===== src/rtl/alu_seq_ctrl.sv =====
// ---------------------------------------------------------------------------
// alu_seq_ctrl
//   Instruction sequencer between fetch and the shared datapath bus.
//   It latches one instruction word when start is accepted in IDLE, then
//   steps through the bus control strobes for an ALU operation (register or
//   immediate operand B), a register MOV, a NOP, or a rejected instruction.
//
//   Instruction layout (MSB first):
//     op[3:0] | rd[RSEL_W-1:0] | rs[RSEL_W-1:0] | m | imm[IW-6-2*RSEL_W:0]
//
// Ports
//   clk, rst        rising-edge clock, asynchronous active-low reset
//   start, instr    instruction valid / word, sampled only in IDLE
//   busy            high in every state except IDLE
//   pc_inc          PC increment strobe (FIN only)
//   alu_in1/2       latch bus into ALU operand A / B
//   alu_op          ALU function, valid while an ALU instruction is in flight
//   alu_out_latch   latch ALU result
//   alu_out_en      drive ALU result onto bus
//   g_out, g_in     one-hot register-to-bus / bus-to-register enables
//   imm_out_en      drive immediate onto bus
//   imm_val         zero-extended immediate of the latched instruction
//   done            one-cycle completion pulse
//   illegal         one-cycle pulse with done for a rejected instruction
// ---------------------------------------------------------------------------
module alu_seq_ctrl #(
   parameter int IW     = 16,
   parameter int NREG   = 4,
   parameter int RSEL_W = 2
) (
   input  logic            clk,
   input  logic            rst,
   input  logic            start,
   input  logic [IW-1:0]   instr,
   output logic            busy,
   output logic            pc_inc,
   output logic            alu_in1,
   output logic            alu_in2,
   output logic [2:0]      alu_op,
   output logic            alu_out_latch,
   output logic            alu_out_en,
   output logic [NREG-1:0] g_out,
   output logic [NREG-1:0] g_in,
   output logic            imm_out_en,
   output logic [IW-1:0]   imm_val,
   output logic            done,
   output logic            illegal
);

   localparam int IMM_W = IW - 5 - 2 * RSEL_W;

   typedef enum logic [2:0] {
      IDLE, LD_A, LD_B, EXEC, WB, MOVE, FIN, ERR
   } state_t;

   state_t        state, state_nxt;
   logic [IW-1:0] instr_q;

   // Fields of the incoming word, used only to choose the first state.
   logic [3:0]        in_op;
   logic [RSEL_W-1:0] in_rd, in_rs;
   logic              in_m;

   assign in_op = instr[IW-1 -: 4];
   assign in_rd = instr[IW-5 -: RSEL_W];
   assign in_rs = instr[IW-5-RSEL_W -: RSEL_W];
   assign in_m  = instr[IW-5-2*RSEL_W];

   // Fields of the latched word, which drive every output.
   logic [3:0]        q_op;
   logic [RSEL_W-1:0] q_rd, q_rs;
   logic              q_m;
   logic [IMM_W-1:0]  q_imm;

   assign q_op  = instr_q[IW-1 -: 4];
   assign q_rd  = instr_q[IW-5 -: RSEL_W];
   assign q_rs  = instr_q[IW-5-RSEL_W -: RSEL_W];
   assign q_m   = instr_q[IW-5-2*RSEL_W];
   assign q_imm = instr_q[IMM_W-1:0];

   // A select field can encode more registers than exist when NREG is not
   // a power of two.
   function automatic logic sel_bad(input logic [RSEL_W-1:0] sel);
      return 32'(sel) >= 32'(NREG);
   endfunction

   function automatic logic [NREG-1:0] onehot(input logic [RSEL_W-1:0] sel);
      return {{(NREG-1){1'b0}}, 1'b1} << sel;
   endfunction

   // rs only matters when it is actually read: ALU with a register operand,
   // or MOV. NOP still requires a valid rd.
   function automatic state_t decode(input logic [3:0]        op,
                                     input logic [RSEL_W-1:0] rd,
                                     input logic [RSEL_W-1:0] rs,
                                     input logic              m);
      if (op[3])
         return (sel_bad(rd) || (!m && sel_bad(rs))) ? ERR : LD_A;
      else if (op == 4'b0001)
         return (sel_bad(rd) || sel_bad(rs)) ? ERR : MOVE;
      else if (op == 4'b0000)
         return sel_bad(rd) ? ERR : FIN;
      else
         return ERR;
   endfunction

   // NOTE: sequential state uses non-blocking assignments so every register
   // samples the pre-edge values; the instruction latch is reset along with
   // the state so imm_val and alu_op read zero after reset.
   always_ff @(posedge clk or negedge rst) begin
      if (!rst) begin
         state   <= IDLE;
         instr_q <= '0;
      end else begin
         state <= state_nxt;
         if (state == IDLE && start)
            instr_q <= instr;
      end
   end

   // NOTE: every signal written here gets a default first, so no path can
   // leave one unassigned and infer a latch.
   always_comb begin
      state_nxt     = state;
      pc_inc        = 1'b0;
      alu_in1       = 1'b0;
      alu_in2       = 1'b0;
      alu_out_latch = 1'b0;
      alu_out_en    = 1'b0;
      g_out         = '0;
      g_in          = '0;
      imm_out_en    = 1'b0;
      done          = 1'b0;
      illegal       = 1'b0;

      unique case (state)
         IDLE: if (start) state_nxt = decode(in_op, in_rd, in_rs, in_m);
         LD_A: begin
            g_out     = onehot(q_rd);
            alu_in1   = 1'b1;
            state_nxt = LD_B;
         end
         LD_B: begin
            if (q_m) imm_out_en = 1'b1;
            else     g_out      = onehot(q_rs);
            alu_in2   = 1'b1;
            state_nxt = EXEC;
         end
         EXEC: begin
            alu_out_latch = 1'b1;
            state_nxt     = WB;
         end
         WB: begin
            alu_out_en = 1'b1;
            g_in       = onehot(q_rd);
            state_nxt  = FIN;
         end
         MOVE: begin
            g_out     = onehot(q_rs);
            g_in      = onehot(q_rd);
            state_nxt = FIN;
         end
         FIN: begin
            done      = 1'b1;
            pc_inc    = 1'b1;
            state_nxt = IDLE;
         end
         ERR: begin
            done      = 1'b1;
            illegal   = 1'b1;
            state_nxt = IDLE;
         end
         default: state_nxt = IDLE;
      endcase
   end

   assign busy    = (state != IDLE);
   assign alu_op  = (busy && q_op[3]) ? q_op[2:0] : 3'b000;
   assign imm_val = {{(IW-IMM_W){1'b0}}, q_imm};

endmodule


===== config.mk =====
export PLATFORM = sky130hd
export DESIGN_NAME = alu_seq_ctrl
export DESIGN_NICKNAME = d
export VERILOG_FILES = /design/src/rtl/alu_seq_ctrl.sv
export SDC_FILE = /design/constraint.sdc
export NUM_CORES = 1
export LEC_CHECK = 0
export ABC_AREA = 0
export CAP_MARGIN = 20
export CORE_UTILIZATION = 43
export CTS_CLUSTER_DIAMETER = 60
export DETAILED_ROUTE_END_ITERATION = 8
export HOLD_SLACK_MARGIN = 0.1
export PLACE_DENSITY = 0.95
export SLEW_MARGIN = 20
export SYNTH_ARGS = -nofsm -noshare
export SYNTH_HDL_FRONTEND = slang
export SYNTH_SLANG_ARGS = --single-unit

===== constraint.sdc =====
create_clock -name clk -period 4.69 [get_ports clk]
set_input_delay 0.938 -clock clk [delete_from_list [all_inputs] [get_ports clk]]
set_output_delay 0.938 -clock clk [all_outputs]
set_load 0.02 [all_outputs]

==> impl_summary.log <==
[metrics] power density relative to cell area: roughly 660 nW/µm²
[metrics] global-route wire length before repair: 3.59 mm
[metrics] post-route ant nets: 0
[metrics] most frequently used flop master after synthesis: sky130_fd_sc_hd__dfrtp_1
[metrics] grt ovf: 0
[metrics] post-synthesis instance area: about 1100 µm²
[metrics] post-CTS repair timing setup buffer count: 0
[metrics] maximum clock skew at final layout: 0.00270 ns
[metrics] transition time at the pin with the least slew margin: about 0.84 ns
[metrics] number of stages on the worst hold path: 1
[metrics] maximum buffer depth of the clock tree: 2
[metrics] Critical Setup Path Class: register to primary output
[metrics] chip width: ~53 µm
[metrics] fraction of post-synthesis cell area in the top cell type by area: 0.423
[metrics] n_diodes: 0
[metrics] Setup Viol. Count Final: 0
[metrics] Post-Synthesis Mean Instance Area: between 10 and 15 µm²
[metrics] wire length on met2: between 1 and 1.5 mm
[metrics] fraction of layout instances using a drive strength above 1: 0.191
[metrics] vias per cell: about 5
[metrics] antenna violations before repair: 0
[metrics] clock latency reported for the late side of the worst-skew pair: 0.29 ns
[metrics] fmax: 0.312 GHz
[metrics] I/O pin total: 55
[metrics] WL met3: 124 µm
[metrics] crit end category: primary output
[metrics] share of the yosys chip area belonging to registers: 0.423
[metrics] highest routed layer: met3
[metrics] endpoint with the worst hold slack: instr_q[5]
[metrics] max-cap violations: 0
[metrics] CP Data Arrival Time: ~2.3 ns
[metrics] combined global-route utilization of all metal layers: 0.180
[metrics] count of TritonRoute iterations in the first routing pass: 4
[metrics] outcome: finished, final reports clean
[metrics] leakage power: about 0.65 nW
[metrics] Finished Core Util: 0.610
[metrics] die boundary height: ~53 µm
[metrics] number of hold-slack violations in the final timing report: 0
[metrics] number of cells upsized or downsized after cts: 0
[metrics] Reg2Reg Depth: 3
[metrics] Critical R2R Launch: state[2]
[metrics] area of the die: around 2800 µm²
[metrics] number of global-route vias before repair: ~790
[metrics] unrepaired setup endpoints after global routing: no
[metrics] CTS sink cnt: 19
[metrics] maximum number of pins on one net before global-route repair: 20
[metrics] DRC violations left: 0
[metrics] clock-pin transition on the worst setup and hold timing paths: ~0.1 ns
[metrics] required time of the critical path: about 3.8 ns
[metrics] synth top area cells: sky130_fd_sc_hd__dfrtp_1 42%, sky130_fd_sc_hd__mux2_4 13%, sky130_fd_sc_hd__buf_4 11%
[metrics] Final Instance Area: 1510 µm²
[metrics] max-slew violations: 0
[metrics] wire length the detailed router placed on met1: 943 µm
[metrics] post-detailed-placement half-perimeter wirelength: approximately 1.8 mm
[metrics] number of distinct library cells after synthesis: 28
[metrics] standard-cell row count: 18
[metrics] capture instance of the worst register-to-register path: instr_q[13]
[metrics] Total Wirelength: ~2.3 mm
[metrics] DR iter-0 viols: 11
[metrics] final weighted congestion in routability-driven placement: 0.760
[metrics] clock root cell: sky130_fd_sc_hd__clkbuf_4
[metrics] number of H-tree branching levels: 1
[metrics] time the worst path needs with I/O delays and setup: ~3.2 ns
[metrics] fraction of synthesis flops using an asynchronous set or reset pin: 1.00
[metrics] total of flip-flops plus latches after synthesis: 19
[metrics] power consumption: about 0.001 W
[metrics] Area after DPL: 1480 µm²
[metrics] sum of negative setup slack: 0 ns
[metrics] Floorplan Core Area: ~2500 µm²
[metrics] HP Class: register to register
[metrics] period utilisation layout: 0.683
[metrics] start point of the worst hold path: instr_q[5]
[metrics] net count reported at finish: 156
[metrics] number of buffers inserted by hold repair at cts: 0
[metrics] Max IR drop VDD: ~0.37 mV
[metrics] Synth-to-Final Area Change: 34.3%
[metrics] highest net fanout along the worst path: 12
[metrics] Avg WL per Cell: between 10 and 15 µm
[metrics] largest area contributor in the netlist: sky130_fd_sc_hd__dfrtp_1
[metrics] number of synthesized flops with an enable pin: 0
[metrics] Buffers on Ports: between 40 and 50
[metrics] instance count of the mapped netlist: around 100
[metrics] clock tree from TritonCTS: done
[metrics] via count of the routed design: slightly above 800
[metrics] yosys warns: 0
[metrics] Initial Util: 0.454
[metrics] total clock buffers created by CTS: 3
[metrics] Register-to-Register Setup Slack: roughly 2.8 ns
[metrics] sort of element at the start of the critical path: register
[metrics] worst slew slack as a fraction of its limit: 0.441
==> cells in the mapped netlist, types with 2 or more instances <==
cell	n
sky130_fd_sc_hd__nand2b_1	3
sky130_fd_sc_hd__clkbuf_1	2
sky130_fd_sc_hd__a211oi_1	2
sky130_fd_sc_hd__o32ai_1	4
sky130_fd_sc_hd__buf_4	16
sky130_fd_sc_hd__nor2_1	7
sky130_fd_sc_hd__o21ai_0	2
sky130_fd_sc_hd__dfrtp_1	19
sky130_fd_sc_hd__mux2_2	6
sky130_fd_sc_hd__mux2_4	10
sky130_fd_sc_hd__nand2_1	3
sky130_fd_sc_hd__and3_2	4
sky130_fd_sc_hd__nor3b_1	2
sky130_fd_sc_hd__inv_1	5
==> placed cells by master (no fill, tap or decap), types with 2 or more instances in the layout <==
master	instances
sky130_fd_sc_hd__o32ai_1	4
sky130_fd_sc_hd__clkbuf_4	3
sky130_fd_sc_hd__dfrtp_1	19
sky130_fd_sc_hd__mux2_2	6
sky130_fd_sc_hd__a211oi_1	2
sky130_fd_sc_hd__nor3b_1	2
sky130_fd_sc_hd__conb_1	9
sky130_fd_sc_hd__nand2b_1	3
sky130_fd_sc_hd__mux2_4	10
sky130_fd_sc_hd__nand2_1	3
sky130_fd_sc_hd__clkdlybuf4s50_1	45
sky130_fd_sc_hd__inv_1	5
sky130_fd_sc_hd__o21ai_0	2
sky130_fd_sc_hd__nor2_1	7
sky130_fd_sc_hd__and3_2	4
==> layout make-up <==
| class | count | area [µm²] |
|---|---|---|
| Multi-Input combinational cell | 63 | 502 |
| Sequential cell | 19 | 475 |
| Clock buffer | 4 | 26.3 |
| Tap cell | 30 | 37.5 |
| Timing Repair Buffer | 45 | 450 |
| Fill cell | 213 | 967 |
| Inverter | 5 | 18.8 |
==> sequential cells by signal, summed over array words and instances, names as in the netlist <==
name and flops:
instr_q 16, state 3
==> logic make-up (layout without fill, tap and decap cells) <==
logic type	count (synthesis)	in the layout	synth area share
simple gates	27	27	0.149
buf+inv	25	54	0.158
flops	19	19	0.423
mux	16	16	0.194
compound gates	11	11	0.0734
other cells	1	9	0.00333
==> metrics by stage <==
step	cells	worst slack, ns	hold slack [ns]
final	166	1.49	0.524
after global routing	166	1.40	0.546
after CTS	166	1.46	0.527
after detailed placement	162	1.81	0.497
after global placement	162	1.95	0.490
after floorplan	107	2.33	0.473
==> worst max-delay path by stage <==
stage,start,to,slack (ns),cells past startpoint
after detailed placement,state[2],g_out[1],1.81,4
final,state[0],g_out[1],1.49,4
after global placement,state[2],g_out[2],1.95,4
after floorplan,state[2],imm_out_en,2.33,3
after global routing,state[2],g_out[1],1.40,4
after CTS,state[0],g_out[1],1.46,4
==> metal layers <==
layer	global-route usage	vias up
met5	0	-
met4	0.0526	0
met3	0.0431	0
met2	0.306	38
met1	0.222	398
li1	-	387
==> power breakdown <==
part / internal (W) / switching, W / leakage (nW)
registers: 0.000247 / 0.0000822 / 0.226
clock network: 0.0000331 / 0.0000486 / 0.0150
logic: 0.000318 / 0.000271 / 0.411
total: 0.000598 / 0.000402 / 0.653
==> critical path, cell delays in order, from the launching register on <==
cell and delay, ns:
sky130_fd_sc_hd__dfrtp_1 0.50, sky130_fd_sc_hd__nor4b_1 0.33, sky130_fd_sc_hd__a31oi_1 0.14, sky130_fd_sc_hd__o32ai_1 0.33
sky130_fd_sc_hd__clkdlybuf4s50_1 0.67
Power figures use the tool's default switching activity.
